==> src/rtl/vm_pkg.sv <==
// Shared definitions for the vending front-end: coin and product codes,
// coin values, the accumulator state encoding and the default credit width.
package vm_pkg;

    localparam int CW_DEFAULT = 5;

    typedef enum logic [1:0] {
        COIN_FOREIGN = 2'b00,
        COIN_RS5     = 2'b01,
        COIN_RS10    = 2'b10,
        COIN_RS20    = 2'b11
    } coin_code_t;

    // Product codes match the vending stage's encoding.
    typedef enum logic [1:0] {
        PROD_NONE  = 2'b00,
        PROD_NEWS  = 2'b01,
        PROD_CHOC  = 2'b10,
        PROD_JUICE = 2'b11
    } product_t;

    typedef enum logic [1:0] {
        IDLE    = 2'b00,
        COLLECT = 2'b01,
        OFFER   = 2'b10,
        REFUND  = 2'b11
    } acc_state_t;

    localparam int RS5_VALUE  = 5;
    localparam int RS10_VALUE = 10;
    localparam int RS20_VALUE = 20;

    // Rupee value of a coin code; a foreign coin is worth nothing.
    function automatic int unsigned coin_value(input logic [1:0] code);
        int unsigned v;
        case (code)
            COIN_RS5:  v = RS5_VALUE;
            COIN_RS10: v = RS10_VALUE;
            COIN_RS20: v = RS20_VALUE;
            default:   v = 0;
        endcase
        return v;
    endfunction

endpackage

==> src/rtl/idle_timer.sv <==
// Load-clear idle counter. Counts while i_run is high and holds at the
// terminal value; o_expired flags the cycle the count reaches TIMEOUT_CYC-1.
module idle_timer #(
    parameter int TIMEOUT_CYC = 255
) (
    input  logic clock,
    input  logic reset,
    input  logic i_clear,
    input  logic i_run,
    output logic o_expired
);

    localparam int TW = (TIMEOUT_CYC > 1) ? $clog2(TIMEOUT_CYC) : 1;

    logic [TW-1:0] r_count;

    // Count idle cycles; clear has priority and the count holds at expiry.
    // NOTE: sequential state uses non-blocking assignments so every register
    // samples pre-edge values, independent of block evaluation order.
    always_ff @(posedge clock or negedge reset) begin
        if (!reset) begin
            r_count <= '0;
        end else if (i_clear) begin
            r_count <= '0;
        end else if (i_run && !o_expired) begin
            r_count <= r_count + TW'(1);
        end
    end

    assign o_expired = i_run && (r_count == TW'(TIMEOUT_CYC - 1));

endmodule

==> src/rtl/coin_accumulator.sv <==
// Vending front-end: accepts coins and selections, accumulates credit, offers
// one vend request on a valid/ready handshake and refunds on cancel/timeout.
module coin_accumulator
    import vm_pkg::*;
#(
    parameter int MAX_CREDIT  = 20,
    parameter int TIMEOUT_CYC = 255,
    parameter int CW          = CW_DEFAULT
) (
    input  logic          clock,
    input  logic          reset,
    input  logic          coin_valid,
    input  logic [1:0]    coin_code,
    input  logic          select_valid,
    input  logic [1:0]    select_product,
    input  logic          cancel,
    input  logic          vend_ready,
    output logic          vend_valid,
    output logic [CW-1:0] money,
    output logic [1:0]    product,
    output logic          change_valid,
    output logic [CW-1:0] change_amount,
    output logic          coin_reject,
    output logic [CW-1:0] credit,
    output logic          busy
);

    acc_state_t    r_state, w_state_nx;
    logic [CW-1:0] r_credit, w_credit_nx;
    logic [CW-1:0] r_money, w_money_nx;
    logic [1:0]    r_product, w_product_nx;
    logic [CW-1:0] r_change_amount, w_change_amount_nx;
    logic          r_change_valid, w_change_valid_nx;
    logic          r_coin_reject, w_coin_reject_nx;
    logic          r_vend_valid, r_busy;

    logic [CW:0]   w_sum;
    logic          w_coin_ok, w_coin_accept, w_select_ok;
    logic          w_expired, w_timer_clear, w_timer_run;

    // One extra bit on the sum so the cap check can never be fooled by wrap.
    assign w_sum       = {1'b0, r_credit} + (CW+1)'(coin_value(coin_code));
    assign w_coin_ok   = coin_valid && (coin_code != COIN_FOREIGN) &&
                         (w_sum <= (CW+1)'(MAX_CREDIT));
    assign w_select_ok = select_valid && (select_product != PROD_NONE);

    assign w_timer_run   = (r_state == COLLECT);
    assign w_timer_clear = w_coin_accept || (r_state != COLLECT);

    idle_timer #(
        .TIMEOUT_CYC (TIMEOUT_CYC)
    ) u_idle_timer (
        .clock     (clock),
        .reset     (reset),
        .i_clear   (w_timer_clear),
        .i_run     (w_timer_run),
        .o_expired (w_expired)
    );

    // Next-state and next-output decode; cancel/timeout beat coins, coins beat select.
    // NOTE: every signal is given a default first so no path leaves it
    // unassigned, which would otherwise infer a latch.
    always_comb begin
        w_state_nx         = r_state;
        w_credit_nx        = r_credit;
        w_money_nx         = r_money;
        w_product_nx       = r_product;
        w_change_valid_nx  = 1'b0;
        w_change_amount_nx = '0;
        w_coin_reject_nx   = 1'b0;
        w_coin_accept      = 1'b0;

        case (r_state)
            IDLE: begin
                if (coin_valid) begin
                    if (w_coin_ok) begin
                        w_coin_accept = 1'b1;
                        w_credit_nx   = w_sum[CW-1:0];
                        w_state_nx    = COLLECT;
                    end else begin
                        w_coin_reject_nx = 1'b1;
                    end
                end
            end
            COLLECT: begin
                if (cancel || w_expired) begin
                    // A coin arriving with cancel is returned; refund is the old credit.
                    w_state_nx         = REFUND;
                    w_change_valid_nx  = 1'b1;
                    w_change_amount_nx = r_credit;
                    w_coin_reject_nx   = coin_valid;
                end else begin
                    if (coin_valid) begin
                        if (w_coin_ok) begin
                            w_coin_accept = 1'b1;
                            w_credit_nx   = w_sum[CW-1:0];
                        end else begin
                            w_coin_reject_nx = 1'b1;
                        end
                    end
                    // A select coinciding with an accepted coin is dropped.
                    if (w_select_ok && !w_coin_accept) begin
                        w_state_nx   = OFFER;
                        w_money_nx   = r_credit;
                        w_product_nx = select_product;
                    end
                end
            end
            OFFER: begin
                w_coin_reject_nx = coin_valid;
                if (vend_ready) begin
                    w_state_nx   = IDLE;
                    w_credit_nx  = '0;
                    w_money_nx   = '0;
                    w_product_nx = '0;
                end
            end
            REFUND: begin
                w_coin_reject_nx = coin_valid;
                w_state_nx       = IDLE;
                w_credit_nx      = '0;
            end
            default: begin
                w_state_nx  = IDLE;
                w_credit_nx = '0;
            end
        endcase
    end

    // State and registered outputs; reset drops any pending vend or refund.
    always_ff @(posedge clock or negedge reset) begin
        if (!reset) begin
            r_state         <= IDLE;
            r_credit        <= '0;
            r_money         <= '0;
            r_product       <= '0;
            r_change_valid  <= 1'b0;
            r_change_amount <= '0;
            r_coin_reject   <= 1'b0;
            r_vend_valid    <= 1'b0;
            r_busy          <= 1'b0;
        end else begin
            r_state         <= w_state_nx;
            r_credit        <= w_credit_nx;
            r_money         <= w_money_nx;
            r_product       <= w_product_nx;
            r_change_valid  <= w_change_valid_nx;
            r_change_amount <= w_change_amount_nx;
            r_coin_reject   <= w_coin_reject_nx;
            r_vend_valid    <= (w_state_nx == OFFER);
            r_busy          <= (w_state_nx == OFFER) || (w_state_nx == REFUND);
        end
    end

    assign vend_valid    = r_vend_valid;
    assign money         = r_money;
    assign product       = r_product;
    assign change_valid  = r_change_valid;
    assign change_amount = r_change_amount;
    assign coin_reject   = r_coin_reject;
    assign credit        = r_credit;
    assign busy          = r_busy;

endmodule

==> config.mk <==
export PLATFORM = sky130hd
export DESIGN_NAME = coin_accumulator
export DESIGN_NICKNAME = d
export VERILOG_FILES = /design/src/rtl/vm_pkg.sv /design/src/rtl/idle_timer.sv /design/src/rtl/coin_accumulator.sv
export SDC_FILE = /design/constraint.sdc
export NUM_CORES = 1
export LEC_CHECK = 0
export ABC_AREA = 1
export CELL_PAD_IN_SITES_DETAIL_PLACEMENT = 0
export CELL_PAD_IN_SITES_GLOBAL_PLACEMENT = 1
export CORE_MARGIN = 3
export CORE_UTILIZATION = 36
export CTS_BUF_LIST = sky130_fd_sc_hd__clkbuf_8
export DETAILED_ROUTE_END_ITERATION = 8
export PLACE_DENSITY = 0.87
export SYNTH_ARGS = -nofsm -noshare
export SYNTH_HDL_FRONTEND = slang
export SYNTH_SLANG_ARGS = --single-unit
==> constraint.sdc <==
create_clock -name clock -period 1.9 [get_ports clock]
set_input_delay 0.57 -clock clock [delete_from_list [all_inputs] [get_ports clock]]
set_output_delay 0.57 -clock clock [all_outputs]
set_load 0.005 [all_outputs]
Yosys cells after proc, flatten, opt, wreduce, memory -nomap -nowiden
Cells that the tools add are included.
Cells by class
  add/sub/neg operators: 2
  $lt $le $gt $ge: 1
  equal/unequal tests: 13
  muxes and demuxes: 35
  reductions and logical operators: 19
Operator list (count)
  two-way mux 5 bit: 8
  case mux 5 bit (4 select lines): 1
  two-way mux 2 bit: 8
  two-way mux 8 bit: 2
  case mux 5 bit (3 select lines): 1
  == test 2 bit (second input constant): 6
  two-way mux 1 bit: 10
  case mux 5 bit (2 select lines): 1
  adder 8 x 1 -> 8 bit (second input constant): 1
  == test 8 bit (second input constant): 1
  case mux 2 bit (4 select lines): 1
  nonzero test 2 bit: 4
  adder 5 x 6 -> 6 bit: 1
  less-or-equal comparator 6 x 5 -> 1 bit (second input constant): 1
  logical AND 1 bit: 6
  inequality test 2 bit (second input constant): 3
  == test 2 x 1 -> 1 bit (second input constant): 2
  case mux 2 bit (2 select lines): 1
  AND reduction 4 bit: 1
  logical OR 1 bit: 3
  case mux 1 bit (3 select lines): 1
  zero test 1 bit: 2
  zero test 2 bit: 1
  inequality test 2 x 1 -> 1 bit (second input constant): 1
  3 further kinds: 3
Word-level totals
  output and inout bits: 21
  input bits: 10
  register bits: 31
  logic and storage cells: 80

Depth between registers and ports, before layout
Gate-level depths: netlist (run 1).
  depth after elaboration: 16
  gate-level depth with buffers: 20

Modules after synthesis
A second synthesis (run 1) with hierarchy kept.
Unflattened totals
  cell total of the unflattened synthesis: 223
  area, all modules: 1710.4 µm²
Modules (own cells, without submodules)
  coin_accumulator: cells each 151, area an instance 1176.1 µm², times used 1
  idle_timer: cells each 72, area an instance 534.3 µm², times used 1

Worst setup path before layout (run 1)
Ideal clock, no wire load.
  path kind: input port to flip-flop
  from: input coin_code[0]
  to: register u_idle_timer.r_count[1]
  slack: -0.286 ns
  arrival time: 2.069 ns
  library setup time: 0.116 ns
  data required time: 1.784 ns
  stages: 15
  path through: inv_2 > nand2_1 > nand2_1 > nand2_1 > inv_1 > ha_1 > or2_2 > nand3_1 > nand3_1 > nand2_2 > nand3_1 > nand2_2 > nor2_1 > nand2_1 > nand2_1
On the way
  longest elaborated chain between the ends: 13
RTL lines
  start, declared: line coin_accumulator.sv:13  | input logic [1:0] coin_code,
  == test 2 bit or == test 2 x 1 -> 1 bit (tied branches): line vm_pkg.sv:36  | case (code)
  case mux 5 bit (3 select lines): line vm_pkg.sv:36
  adder 5 x 6 -> 6 bit: line coin_accumulator.sv:42  | assign w_sum = {1'b0, r_credit} + (CW+1)'(coin_value(coin_code));
  less-or-equal comparator 6 x 5 -> 1 bit: line coin_accumulator.sv:44  | (w_sum <= (CW+1)'(MAX_CREDIT));
  logical AND 1 bit (*): line coin_accumulator.sv:43  | assign w_coin_ok = coin_valid && (coin_code != COIN_FOREIGN) &&
  two-way mux 1 bit (*): line coin_accumulator.sv:76, coin_accumulator.sv:94
  two-way mux 1 bit (*): line coin_accumulator.sv:93  | if (coin_valid) begin
  two-way mux 1 bit: line coin_accumulator.sv:86  | if (cancel || w_expired) begin
  two-way mux 1 bit: line coin_accumulator.sv:73  | case (r_state)
  two-way mux 1 bit: line coin_accumulator.sv:86
  case mux 1 bit (2 select lines) (*): line coin_accumulator.sv:73
  logical OR 1 bit (*): line coin_accumulator.sv:48  | assign w_timer_clear = w_coin_accept || (r_state != COLLECT);
  two-way mux 8 bit or nonzero test 2 bit (tied branches)
  end signal, assigned: line idle_timer.sv:26  | r_count <= r_count + TW'(1);
  end, declared: line idle_timer.sv:15  | logic [TW-1:0] r_count;
Mark *: on every way between the ends. The rest lies on a longest branch, timed or not. The select of a mux whose other input is x is not followed.
A chain may end at the register's enable or synchronous reset.

Worst setup path after layout (run 1)
  from: register r_credit[1] (netlist: credit[1])
  to: register r_money[1] (netlist: money[1])
On the way
  longest elaborated chain between the ends: 11
RTL lines
  start, declared: line coin_accumulator.sv:29  | logic [CW-1:0] r_credit, w_credit_nx;
  start signal, assigned: line coin_accumulator.sv:144  | r_credit <= w_credit_nx;
  adder 5 x 6 -> 6 bit: line coin_accumulator.sv:42
  less-or-equal comparator 6 x 5 -> 1 bit: line coin_accumulator.sv:44
  logical AND 1 bit: line coin_accumulator.sv:43
  two-way mux 1 bit: line coin_accumulator.sv:94  | if (w_coin_ok) begin
  two-way mux 1 bit: line coin_accumulator.sv:93
  two-way mux 1 bit: line coin_accumulator.sv:86
  two-way mux 1 bit: line coin_accumulator.sv:73
  zero test 1 bit: line coin_accumulator.sv:102  | if (w_select_ok && !w_coin_accept) begin
  logical AND 1 bit: line coin_accumulator.sv:102
  inequality test 2 bit (no line)
  AND reduction 4 bit (no line)
  end signal, assigned: line coin_accumulator.sv:145  | r_money <= w_money_nx;
  end, declared: line coin_accumulator.sv:30  | logic [CW-1:0] r_money, w_money_nx;
Several ways; a longest one is shown, not always the timed one. The select of a mux whose other input is x is not followed.

==> results of run 1 <==
[layer usage]
metal	routed length (um)	part of all wire, %
met5	0	0
met4	55	1.4
met3	120	3.1
met2	1940	50
met1	1740	45
[worst max path at each step]
stage / from / to / slack [ps] / cells after the start
2_1_floorplan: coin_code[0] / money[0]$_DFFE_PN0P_ / -100 / 15
3_3_place_gp: coin_code[0] / u_idle_timer.r_count[1]$_DFFE_PN0P_ / -860 / 15
3_5_place_dp: coin_code[0] / credit[0]$_DFFE_PN0P_ / -930 / 14
4_1_cts: coin_code[0] / money[1]$_DFFE_PN0P_ / -100 / 20
5_1_grt: credit[1]$_DFFE_PN0P_ / money[1]$_DFFE_PN0P_ / -170 / 19
6_report: credit[1]$_DFFE_PN0P_ / money[1]$_DFFE_PN0P_ / -70 / 19
[registers in the layout (all words and copies together) (netlist names)]
signal                cells
busy                      1
change_amount             5
change_valid              1
coin_reject               1
credit                    5
money                     5
product                   2
r_state                   2
u_idle_timer.r_count      8
vend_valid                1
[through the flow]
step	hold slack, ps	std cells	TNS (ps)	power (W)
2_1_floorplan	274	202	-1040	0.00187
6_report	476	316	-507	0.00344
5_1_grt	498	316	-1670	0.00370
4_1_cts	473	317	-999	0.00334
3_5_place_dp	459	307	-20710	0.00261
3_3_place_gp	465	307	-19910	0.00259
[layout make-up]
cell class | count | area [um2] | area share [%]
clock buffer | 7 | 96.3 | 3.75
clock inverter | 1 | 3.75 | 0.146
inverter | 28 | 121 | 4.72
multi-input combinational | 141 | 972 | 37.8
sequential | 31 | 777 | 30.2
timing repair buffer | 56 | 537 | 20.9
tap | 52 | 65.1 | 2.53
[kinds of logic after synthesis]
group / count (synthesis) / synth area share, %
and+or+nand+nor: 119 / 35.8
adders and majority gates: 6 / 4.46
DFF: 31 / 46.1
AOI/OAI and AO/OA: 13 / 4.91
xor gates and xnor gates: 3 / 1.56
buffers and inverters: 30 / 7.14
[power groups by stage]
stage	Sequential (W)	Combinational [W]	Clock, W
after global routing	0.00102	0.00208	0.000598
after detailed placement	0.000997	0.00161	0
after CTS	0.000991	0.00177	0.000576
final	0.00100	0.00188	0.000558
after global placement	0.000994	0.00160	0
after floorplan	0.000997	0.000876	0
[cell usage in the layout, fill, tap and decap left out, drive strengths merged, types with 6 or more instances in the layout]
| cell type | instances |
|---|---|
| clkbuf | 7 |
| clkdlybuf4s50 | 25 |
| nand3 | 21 |
| nand4 | 6 |
| dfrtp | 31 |
| buf | 28 |
| inv | 29 |
| nor2 | 29 |
| nand2 | 56 |
| o21ai | 6 |
| ha | 6 |
[timing repair]
action,4_1_cts,5_1_grt
endpoints found under the hold margin,0,0
endpoints found under the setup margin,27,26
pin swaps,17,11
gates resized for setup,36,23
setup buffers,2,1
[critical path, delay by kind of cell, from the launching register on]
kind | cells | cell delay [ps]
DFF | 1 | 450
adders and majority gates | 1 | 140
buffers and inverters | 3 | 170
and+or+nand+nor | 15 | 1100
==> metrics.md, run 1 <==
| Metric | Value |
|---|---|
| Result of the run | finished, violations left |
| Failing checks | setup timing |
| Ranking of synthesized cells by instance count | sky130_fd_sc_hd__nand2_1 (45), sky130_fd_sc_hd__dfrtp_1 (31), sky130_fd_sc_hd__inv_1 (25), sky130_fd_sc_hd__nor2_1 (24), sky130_fd_sc_hd__nand3_1 (18) |
| Transition time at the pin with the least slew margin | 385 ps |
| Worst setup slack before clock tree synthesis | -929 ps |
| Pin count of the biggest net entering global routing | 32 |
| Proportion of layout cells with a drive suffix above 1 | 34.8% |
| Final hold violation count | 0 |
| Number of violations reported at the end of detailed-routing iteration 0 | 71 |
| Drt via density | 4.64 |
| Internal reg-to-reg setup slack | -70 ps |
| Pins Over Slew Limit | 0 |
| Global-route usage over all layers | 15.3% |
| Flop pwr share | 29.2% |
| Fraction of power spent switching nets | 39.2% |
| Library cells used by synthesis | 29 |
| GR Layer Usage met1 | 18.6% |
| Root Buffer | sky130_fd_sc_hd__clkbuf_8 |
| Power share of the clock group | 16.2% |
| Clock sink count | 31 |
| Flip-flop and latch count after synthesis | 31 |
| Worst Hold Path Cells | 2 |
| Antenna violations before repair | 0 |
| Internal power | 0.00209 W |
| CTS Hold Buffers Added | 0 |
| Post-synthesis sequential area ratio | 46.1% |
| Number of buffer cells added on primary ports | 30 |
| GR met2 Demand/Resource | 26.1% |
| Clock tree from TritonCTS | done |
| Area grow syn2layout | 52.9% |
| Period minus WS final | 1970 ps |
| Instance area after placement | 2300 um2 |
| Per-instance average area after synthesis | 8.33 um2 |
| Series of cell instances along the critical path | inv_2 -> nand2_2 -> nand2_2 -> inv_2 -> ha_4 -> inv_2 -> nand2_2 -> nand2_2 -> nand2_2 -> nand2_1 -> nand2_1 -> nand2_2 -> nand2_4 -> nand2_4 -> nand3_4 -> nand2_8 -> nand2_8 -> nand2_2 -> nand2_2 |
| Crit Path Max Fanout | 8 |
| Type of destination of the critical path | flip-flop |
| Async set-or-reset flop fraction in the synthesized netlist | 100% |
| Total wirelength of the detailed-routed design | 3850 um |
| Setup repair after global routing missed its margin | yes |
| Library cell occupying the most area in the post-synthesis netlist | sky130_fd_sc_hd__dfrtp_1 |
| Number of remaining DRC errors | 0 |
| GR peak layer | met2 |
| Cell area after synthesis | 1680 um2 |
| CTS buffer count | 5 |
| Synth Net Count | 218 |
| Most frequent cell on the critical path | sky130_fd_sc_hd__nand2_2 |
| Layout fillers | 405 |
| Starting Density | 37.9% |
| EDFF count, synth | 0 |
| Standard-cell row count | 24 |
| Synth Instances | 202 |
| DRT antenna net count | 0 |
| DIE HEIGHT | 74.4 um |
| First-pass GRT wire length | 6380 um |
| Leading cell type by number of instances after synthesis | sky130_fd_sc_hd__nand2_1 |
| Clock-pin slew on the worst setup and hold paths | 60 ps |
| Synth Flop Type | sky130_fd_sc_hd__dfrtp_1 |
| Largest stage delay, worst path | 450 ps |
| Routed length per placed instance | 12.2 um |
| Total core area | 4440 um2 |
| Die outline width | 74.4 um |
| Total power divided by cell area | 1340 nW/um2 |
| Worst reg2reg startpoint | credit[1]$_DFFE_PN0P_ |
| Final setup vio count | 9 |
| Setup slack after layout | -71.4 ps |
| Antenna diode count | 0 |
| Via count of the first global-routing pass | 1483 |
| Hold path endpoint | money[2]$_DFFE_PN0P_ |
| Achievable clock frequency | 0.507 GHz |
| Placed wire-length estimate | 2880 um |
| Via Count | 1466 |
| Total number of H-tree levels | 2 |
| Peak ir drop on the vdd network | 558 uV |
| DR pass1 iterations | 4 |
| Worst hold path startpoint | money[2]$_DFFE_PN0P_ |
| Area share of the largest cell type after synthesis | 46.1% |
| Cell area after layout | 2570 um2 |
| Combinational Power Share | 54.6% |
| Warnings, synthesis | 0 |
| Final setup skew | 2.38 ps |
| IO Count | 31 |
| # Max-Cap Violations | 0 |
| Rel. slew slack | 74.4% |
| Total Die Area | 5530 um2 |
| Share of the clock period used by the worst path | 104% |
| Final design utilization | 57.9% |
| Data arrival time of the critical path | 2150 ps |
| Dominant cells by area after synthesis | sky130_fd_sc_hd__dfrtp_1 (46%), sky130_fd_sc_hd__nand2_1 (10%), sky130_fd_sc_hd__inv_1 (5.6%), sky130_fd_sc_hd__nand3_1 (5.4%), sky130_fd_sc_hd__nor2_1 (5.4%) |
| Class of the most critical setup path | flip-flop to flip-flop |
| Worst path slowest cell | sky130_fd_sc_hd__dfrtp_2 |
| Critical Path RT | 2080 ps |
| Post-layout nets | 279 |
| CP Launch Type | flip-flop |
| Longest Clk Path Bufs | 2 |
| Placer Congestion | 0.861 |
| Global routing met3 resource utilization | 3.65% |
| GRT Residual Overflow | 0 |
| Leakage component of the power | 1.26 nW |
| Number of cells on the worst reg-to-reg path | 19 |
| Sw power | 0.00135 W |
| Source-to-sink clock delay at the later pin of the worst-skew pair | 280 ps |
| Worst reg2reg path endpoint | money[1]$_DFFE_PN0P_ |
| Min-delay worst type | flip-flop to flip-flop |
No activity file was read; power rests on OpenSTA's default activity.
==> inputs of run 2 (changes only) <==
--- a/config.mk
+++ b/config.mk
@@ -12,7 +12,8 @@
 export CORE_UTILIZATION = 36
 export CTS_BUF_LIST = sky130_fd_sc_hd__clkbuf_8
 export DETAILED_ROUTE_END_ITERATION = 8
-export PLACE_DENSITY = 0.87
+export PLACE_DENSITY = 0.79
+export SLEW_MARGIN = 20
 export SYNTH_ARGS = -nofsm -noshare
 export SYNTH_HDL_FRONTEND = slang
 export SYNTH_SLANG_ARGS = --single-unit
==> run 2 against run 1 <==
  * The flow still finishes with violations (setup timing)
  * Global-route usage decreased by 0.45 points
  * Wire length down 1.5%
  * Critical path type is now flip-flop to output pin
  * Clock-buffer cell count unchanged
  * Clock power grew 4%
  * Via count rose by 3.1%
==> metrics.md, run 2 (synthesis results as in run 1) <==
| Metric | Value |
|---|---|
| DR pass1 iterations | 4 (unchanged) |
| Largest stage delay, worst path | 490 ps (+40 ps) |
| Clock sink count | 31 (unchanged) |
| Failing checks | setup timing |
| Root Buffer | sky130_fd_sc_hd__clkbuf_8 |
| Worst reg2reg startpoint | credit[1]$_DFFE_PN0P_ |
| Drt via density | 4.70 (+1.2%) |
| Crit Path Max Fanout | 3 (-5) |
| Total power divided by cell area | 1320 nW/um2 (-1.2%) |
| DIE HEIGHT | 74.4 um (unchanged) |
| Number of flip-flops in the largest register | 8 (unchanged) |
| Clock tree from TritonCTS | done |
| Leakage component of the power | 1.26 nW (+0.20%) |
| Register bank with the most flops | u_idle_timer.r_count |
| Number of cells on the worst reg-to-reg path | 18 (-1) |
| Most common library cell in the layout ignoring fill and taps | sky130_fd_sc_hd__dfrtp_1 |
| Starting Density | 37.9% (unchanged) |
| Final design utilization | 58.4% (+0.56 points) |
| Total power after layout | 0.00343 W (-0.20%) |
| Via Count | 1512 (+3.1%) |
| Critical Path RT | 1330 ps (-750 ps) |
| Antenna violations before repair | 0 (unchanged) |
| Placed wire-length estimate | 2840 um (-1.6%) |
| Type of destination of the critical path | output pin |
| Hold path endpoint | money[4]$_DFFE_PN0P_ |
| Die outline width | 74.4 um (unchanged) |
| Number of buffer cells added on primary ports | 30 (unchanged) |
| GRT Residual Overflow | 0 (unchanged) |
| Internal reg-to-reg setup slack | -60 ps (about the same) |
| Largest delay share family, worst path | buffers and inverters |
| Clock-pin slew on the worst setup and hold paths | 70 ps (about the same) |
| Proportion of layout cells with a drive suffix above 1 | 37.0% (+2.2 points) |
| Min-delay worst type | flip-flop to flip-flop |
| Pin count of the biggest net entering global routing | 32 (unchanged) |
| IO Count | 31 (unchanged) |
| Total number of H-tree levels | 2 (unchanged) |
| Post-layout nets | 285 (+2.2%) |
| Class of the most critical setup path | flip-flop to output pin |
| Global-route usage over all layers | 14.9% (-0.45 points) |
| Total Die Area | 5530 um2 (unchanged) |
| Worst setup slack before clock tree synthesis | -894 ps (+35.5 ps) |
| CTS buffer count | 5 (unchanged) |
| Final setup vio count | 10 (+1) |
| Peak ir drop on the vdd network | 424 uV (-24%) |
| Most used cells in the layout excluding fill and tap cells | sky130_fd_sc_hd__dfrtp_1 (31), sky130_fd_sc_hd__nand2_1 (30), sky130_fd_sc_hd__buf_4 (27) |
| Result of the run | finished, violations left |
| Worst path slowest cell | sky130_fd_sc_hd__clkdlybuf4s50_1 |
| Data arrival time of the critical path | 1460 ps (-690 ps) |
| Series of cell instances along the critical path | buf_4 -> buf_6 -> clkdlybuf4s50_1 |
| Worst reg2reg path endpoint | money[2]$_DFFE_PN0P_ |
| Source-to-sink clock delay at the later pin of the worst-skew pair | 280 ps (about the same) |
| Final hold violation count | 0 (unchanged) |
| Setup repair after global routing missed its margin | yes |
| First-pass GRT wire length | 6320 um (-0.97%) |
| DRT antenna net count | 0 (unchanged) |
| Final setup skew | 5.76 ps (+3.38 ps) |
| Footprint of the flip-flops and latches | 776 um2 (-0.16%) |
| Pins Over Slew Limit | 0 (unchanged) |
| Total core area | 4440 um2 (unchanged) |
| Standard-cell row count | 24 (unchanged) |
| Period minus WS final | 2030 ps (+59.1 ps) |
| Via count of the first global-routing pass | 1461 (-1.5%) |
| Area of the multi-input gates | 961 um2 (-1.2%) |
| Layout fillers | 391 (-3.5%) |
| Antenna diode count | 0 (unchanged) |
| Area grow syn2layout | 54.3% |
| CP bufs+invs | 3 (unchanged) |
| Placer Congestion | 0.715 (-17%) |
| Total wirelength of the detailed-routed design | 3800 um (-1.5%) |
| Number of remaining DRC errors | 0 (unchanged) |
| Worst Hold Path Cells | 2 (unchanged) |
| Number of violations reported at the end of detailed-routing iteration 0 | 66 (-7.0%) |
| Setup slack after layout | -130 ps (-59.1 ps) |
| Achievable clock frequency | 0.493 GHz (-2.9%) |
| # Max-Cap Violations | 0 (unchanged) |
| Worst hold path startpoint | money[4]$_DFFE_PN0P_ |
| Share of the clock period used by the worst path | 107% (+3.1 points) |
| Rel. slew slack | 72.8% (-1.6 points) |
| Worst path depth | 3 (-16) |
| Transition time at the pin with the least slew margin | 409 ps (+24.0 ps) |
| Routed length per placed instance | 11.8 um (-3.3%) |
| CP Launch Type | flip-flop |
| Longest Clk Path Bufs | 2 (unchanged) |
run 2: changes by cell type in the layout (fill, tap and decap cells not counted), moves of 2 or more:
cell	previous run	this run
sky130_fd_sc_hd__buf_4	20	27
sky130_fd_sc_hd__nand2_1	33	30
sky130_fd_sc_hd__nand2_2	14	19
sky130_fd_sc_hd__nand2_4	7	5
sky130_fd_sc_hd__o21ai_0	1	4
sky130_fd_sc_hd__o21ai_1	4	2
run 2: worst max path at each step:
stage / start / to / slack, ps
3_3_place_gp: coin_code[0] / product[0]$_DFFE_PN0P_ / -870
2_1_floorplan: coin_code[0] / money[0]$_DFFE_PN0P_ / -100
4_1_cts: coin_code[0] / money[0]$_DFFE_PN0P_ / -100
5_1_grt: credit[1]$_DFFE_PN0P_ / money[2]$_DFFE_PN0P_ / -190
3_5_place_dp: coin_code[0] / money[0]$_DFFE_PN0P_ / -890
6_report: credit[1]$_DFFE_PN0P_ / credit[1] / -130
run 2: final cells by class:
| type | instances | share of cell area, % |
|---|---|---|
| clock buffer | 7 | 3.71 |
| clock inverter | 1 | 0.289 |
| inverter | 28 | 4.67 |
| multi-input combinational | 141 | 37.0 |
| sequential | 31 | 29.9 |
| tap | 52 | 2.50 |
| timing repair buffer | 62 | 22.0 |
run 2: per-layer routing:
| metal | global-route usage (%) | wire [um] | up-vias |
|---|---|---|---|
| met3 | 4.05 | 119 | 8 |
| met5 | 0 | 0 | - |
| li1 | - | - | 777 |
| met2 | 25.9 | 1990 | 24 |
| met4 | 3.56 | 66 | 0 |
| met1 | 18.3 | 1620 | 703 |
run 2: power by group:
| part | leakage, nW | total (W) | internal [W] | switching [W] |
|---|---|---|---|---|
| sequential | 0.413 | 0.000995 | 0.000850 | 0.000145 |
| combinational | 0.795 | 0.00186 | 0.000929 | 0.000927 |
| clock | 0.0505 | 0.000578 | 0.000329 | 0.000249 |
| total | 1.26 | 0.00343 | 0.00211 | 0.00132 |
run 2: tightest hold or removal path, stage by stage (launching register included):
cell	delay, ps
sky130_fd_sc_hd__dfrtp_1	340
sky130_fd_sc_hd__nand2_1	50
sky130_fd_sc_hd__nand2_1	40
run 2: what timing repair did:
action                     CTS  global route
gates resized for setup     25            27
hold buffers                 0             0
setup buffers                5             6
pin swaps                   15            15
setup endpoints to repair   27            27
run 2: metrics by stage:
stage	hold slack (ps)	cell area, um2	TNS [ps]	cells
floorplan	274	1770	-1040	202
global placement	452	2300	-19830	306
detailed placement	455	2300	-20180	306
CTS	470	2490	-1110	319
global route	491	2600	-2490	322
finish	467	2600	-528	322
==> inputs of run 3 (changes only) <==
--- a/config.mk
+++ b/config.mk
@@ -12,7 +12,7 @@
 export CORE_UTILIZATION = 36
 export CTS_BUF_LIST = sky130_fd_sc_hd__clkbuf_8
 export DETAILED_ROUTE_END_ITERATION = 8
-export PLACE_DENSITY = 0.79
+export PLACE_DENSITY = 0.78
 export SLEW_MARGIN = 20
 export SYNTH_ARGS = -nofsm -noshare
 export SYNTH_HDL_FRONTEND = slang
==> run 3 against run 2 <==
  * The run still ends with setup timing left
  * Largest power group unchanged
  * First-iteration DRC count grew 11%
  * Cell count shrank 0.93%
  * Critical endpoint is now money[1]$_DFFE_PN0P_
  * Setup slack gained 27 ps
  * Clock skew grew 0.78 ps
  * Register-to-register slack lost 30 ps
  * Critical path depth grew 13
  * Clock power shrank 4.7%
  * Combinational power shrank 5%
==> metrics.md, run 3 (synthesis results as in run 1) <==
| Metric | Value |
|---|---|
| Routed length per placed instance | 12.0 um (+1.8%) |
| Total core area | 4440 um2 (unchanged) |
| Number of remaining DRC errors | 0 (unchanged) |
| Clock-pin slew on the worst setup and hold paths | 70 ps (about the same) |
| Setup TNS | -556 ps (-28.2 ps) |
| Area of the multi-input gates | 928 um2 (-3.4%) |
| Setup repair after global routing missed its margin | yes |
| Type of destination of the critical path | flip-flop |
| Result of the run | finished, violations left |
| Total Die Area | 5530 um2 (unchanged) |
| Area grow syn2layout | 49.9% |
| Share of the clock period used by the worst path | 105% (-1.4 points) |
| Longest Clk Path Bufs | 2 (unchanged) |
| Total wirelength of the detailed-routed design | 3830 um (+0.90%) |
| Transition time at the pin with the least slew margin | 389 ps (-20.0 ps) |
| CTS Hold Buffers Added | 0 (unchanged) |
| Most common library cell in the layout ignoring fill and taps | sky130_fd_sc_hd__nand2_1 |
| DR pass1 iterations | 4 (unchanged) |
| Pins Over Slew Limit | 0 (unchanged) |
| Cell area after layout | 2520 um2 (-2.9%) |
| Final setup vio count | 12 (+2) |
| IO Count | 31 (unchanged) |
| Clock sink count | 31 (unchanged) |
| Root Buffer | sky130_fd_sc_hd__clkbuf_8 |
| Standard-cell row count | 24 (unchanged) |
| Most used cells in the layout excluding fill and tap cells | sky130_fd_sc_hd__nand2_1 (38), sky130_fd_sc_hd__dfrtp_1 (30), sky130_fd_sc_hd__buf_4 (27) |
| Antenna diode count | 0 (unchanged) |
| Die outline width | 74.4 um (unchanged) |
| Worst Hold Path Cells | 2 (unchanged) |
| Layout fillers | 410 (+4.9%) |
| Number of buffer cells added on primary ports | 30 (unchanged) |
| Starting Density | 37.9% (unchanged) |
| DRT antenna net count | 0 (unchanged) |
| Placer Congestion | 0.800 (+12%) |
| Drt via density | 4.67 (-0.46%) |
| Setup slack after layout | -104 ps (+26.7 ps) |
| Critical Path RT | 2070 ps (+740 ps) |
| Via Count | 1491 (-1.4%) |
| Period minus WS final | 2000 ps (-26.7 ps) |
| Clock tree from TritonCTS | done |
| Instance area after placement | 2290 um2 (-0.33%) |
| Number of flip-flops in the largest register | 8 (unchanged) |
| Global-route usage over all layers | 15.0% (+0.17 points) |
| Achievable clock frequency | 0.499 GHz (+1.3%) |
| Via count of the first global-routing pass | 1466 (+0.34%) |
| Crit Path Max Fanout | 8 (+5) |
| Number of violations reported at the end of detailed-routing iteration 0 | 73 (+11%) |
| Pin count of the biggest net entering global routing | 32 (unchanged) |
| Footprint of the flip-flops and latches | 777 um2 (+0.16%) |
| Final setup skew | 6.54 ps (+0.779 ps) |
| Class of the most critical setup path | input port to flip-flop |
| Data arrival time of the critical path | 2170 ps (+710 ps) |
| Number of cells on the worst reg-to-reg path | 15 (-3) |
| Peak ir drop on the vdd network | 793 uV (+87%) |
| Rel. slew slack | 74.1% (+1.3 points) |
| Antenna violations before repair | 0 (unchanged) |
| DIE HEIGHT | 74.4 um (unchanged) |
| Final hold violation count | 0 (unchanged) |
| Placed wire-length estimate | 2890 um (+1.8%) |
| Total number of H-tree levels | 2 (unchanged) |
| Register bank with the most flops | u_idle_timer.r_count |
| Worst hold margin | 470 ps (+3.37 ps) |
| Leakage component of the power | 1.25 nW (-0.92%) |
| GRT Residual Overflow | 0 (unchanged) |
| Failing checks | setup timing |
| Source-to-sink clock delay at the later pin of the worst-skew pair | 270 ps (about the same) |
| CP Launch Type | input port |
| First-pass GRT wire length | 6400 um (+1.2%) |
| Min-delay worst type | flip-flop to flip-flop |
| Post-layout nets | 282 (-1.1%) |
| CTS buffer count | 5 (unchanged) |
| # Max-Cap Violations | 0 (unchanged) |
| Total power divided by cell area | 1320 nW/um2 (-0.30%) |
| Proportion of layout cells with a drive suffix above 1 | 32.6% (-4.5 points) |
-- run 3: cell types whose count changed in the layout (fill, tap and decap cells not counted), moves of 2 or more --
cell	delta
sky130_fd_sc_hd__buf_6	-4
sky130_fd_sc_hd__nand2_1	+8
sky130_fd_sc_hd__nand2_2	-9
sky130_fd_sc_hd__nand2_4	+3
sky130_fd_sc_hd__nand2_8	-2
sky130_fd_sc_hd__nor3_1	+2
sky130_fd_sc_hd__nor3_2	-2
sky130_fd_sc_hd__o21ai_0	-2
sky130_fd_sc_hd__o21ai_1	+2
-- run 3: path summary, 6_finish.rpt --
path                                       start                    end  slack [ps]
max                                 coin_code[1]   money[1]$_DFFE_PN0P_        -100
min                         money[4]$_DFFE_PN0P_   money[4]$_DFFE_PN0P_         470
max reg2reg                credit[1]$_DFFE_PN0P_   money[1]$_DFFE_PN0P_         -90
min reg2reg                 money[4]$_DFFE_PN0P_   money[4]$_DFFE_PN0P_         470
max in group asynchronous                  reset  credit[1]$_DFFE_PN0P_         900
min in group asynchronous                  reset   money[3]$_DFFE_PN0P_         690
-- run 3: layer usage --
| layer | vias up | share of wire, % | GRT usage [%] |
|---|---|---|---|
| met2 | 34 | 50 | 25.6 |
| met1 | 682 | 43 | 19.1 |
| li1 | 771 | - | - |
| met3 | 4 | 5.3 | 3.65 |
| met5 | - | 0 | 0 |
| met4 | 0 | 1.0 | 4.15 |
-- run 3: critical path, cell delays in order --
cell and delay (ps):
sky130_fd_sc_hd__buf_2 170, sky130_fd_sc_hd__nand2_4 60, sky130_fd_sc_hd__nand2_2 70, sky130_fd_sc_hd__nand2_2 60, sky130_fd_sc_hd__inv_2 70, sky130_fd_sc_hd__ha_4 200, sky130_fd_sc_hd__or2_4 240, sky130_fd_sc_hd__nand3_2 60
sky130_fd_sc_hd__nand3_2 80, sky130_fd_sc_hd__nand2_4 100, sky130_fd_sc_hd__nand2_4 60, sky130_fd_sc_hd__nand3_4 80, sky130_fd_sc_hd__nand2_4 90, sky130_fd_sc_hd__buf_4 140, sky130_fd_sc_hd__nand3_1 50, sky130_fd_sc_hd__nand2_1 50
-- run 3: cell type report --
cell class	instances	share of cell area (%)
Timing Repair Buffer	59	21.0
Multi-Input combinational cell	141	36.8
Sequential cell	31	30.8
Clock buffer	7	3.82
Tap cell	52	2.58
Clock inverter	1	0.149
Inverter	28	4.81
-- run 3: timing repair --
item | CTS | global route
gates cloned | 0 | 0
resized for setup | 27 | 10
pin swaps | 18 | 7
setup buffers | 3 | 5
setup endpoints to repair | 26 | 28
-- run 3: per-stage QoR --
stage	total power (W)	utilization (%)	setup WS [ps]	std cells
3_3_place_gp	0.00257	51.5	-875	305
3_5_place_dp	0.00257	51.5	-860	305
2_1_floorplan	0.00187	-	-101	202
5_1_grt	0.00359	56.8	-224	319
4_1_cts	0.00327	56.0	-105	316
6_report	0.00332	56.8	-104	319
-- run 3: where the power goes --
group	internal [W]	total, W	switching [W]	leakage [nW]
Sequential	0.000852	0.000999	0.000146	0.411
Clock	0.000325	0.000551	0.000226	0.0557
Combinational	0.000869	0.00177	0.000901	0.780
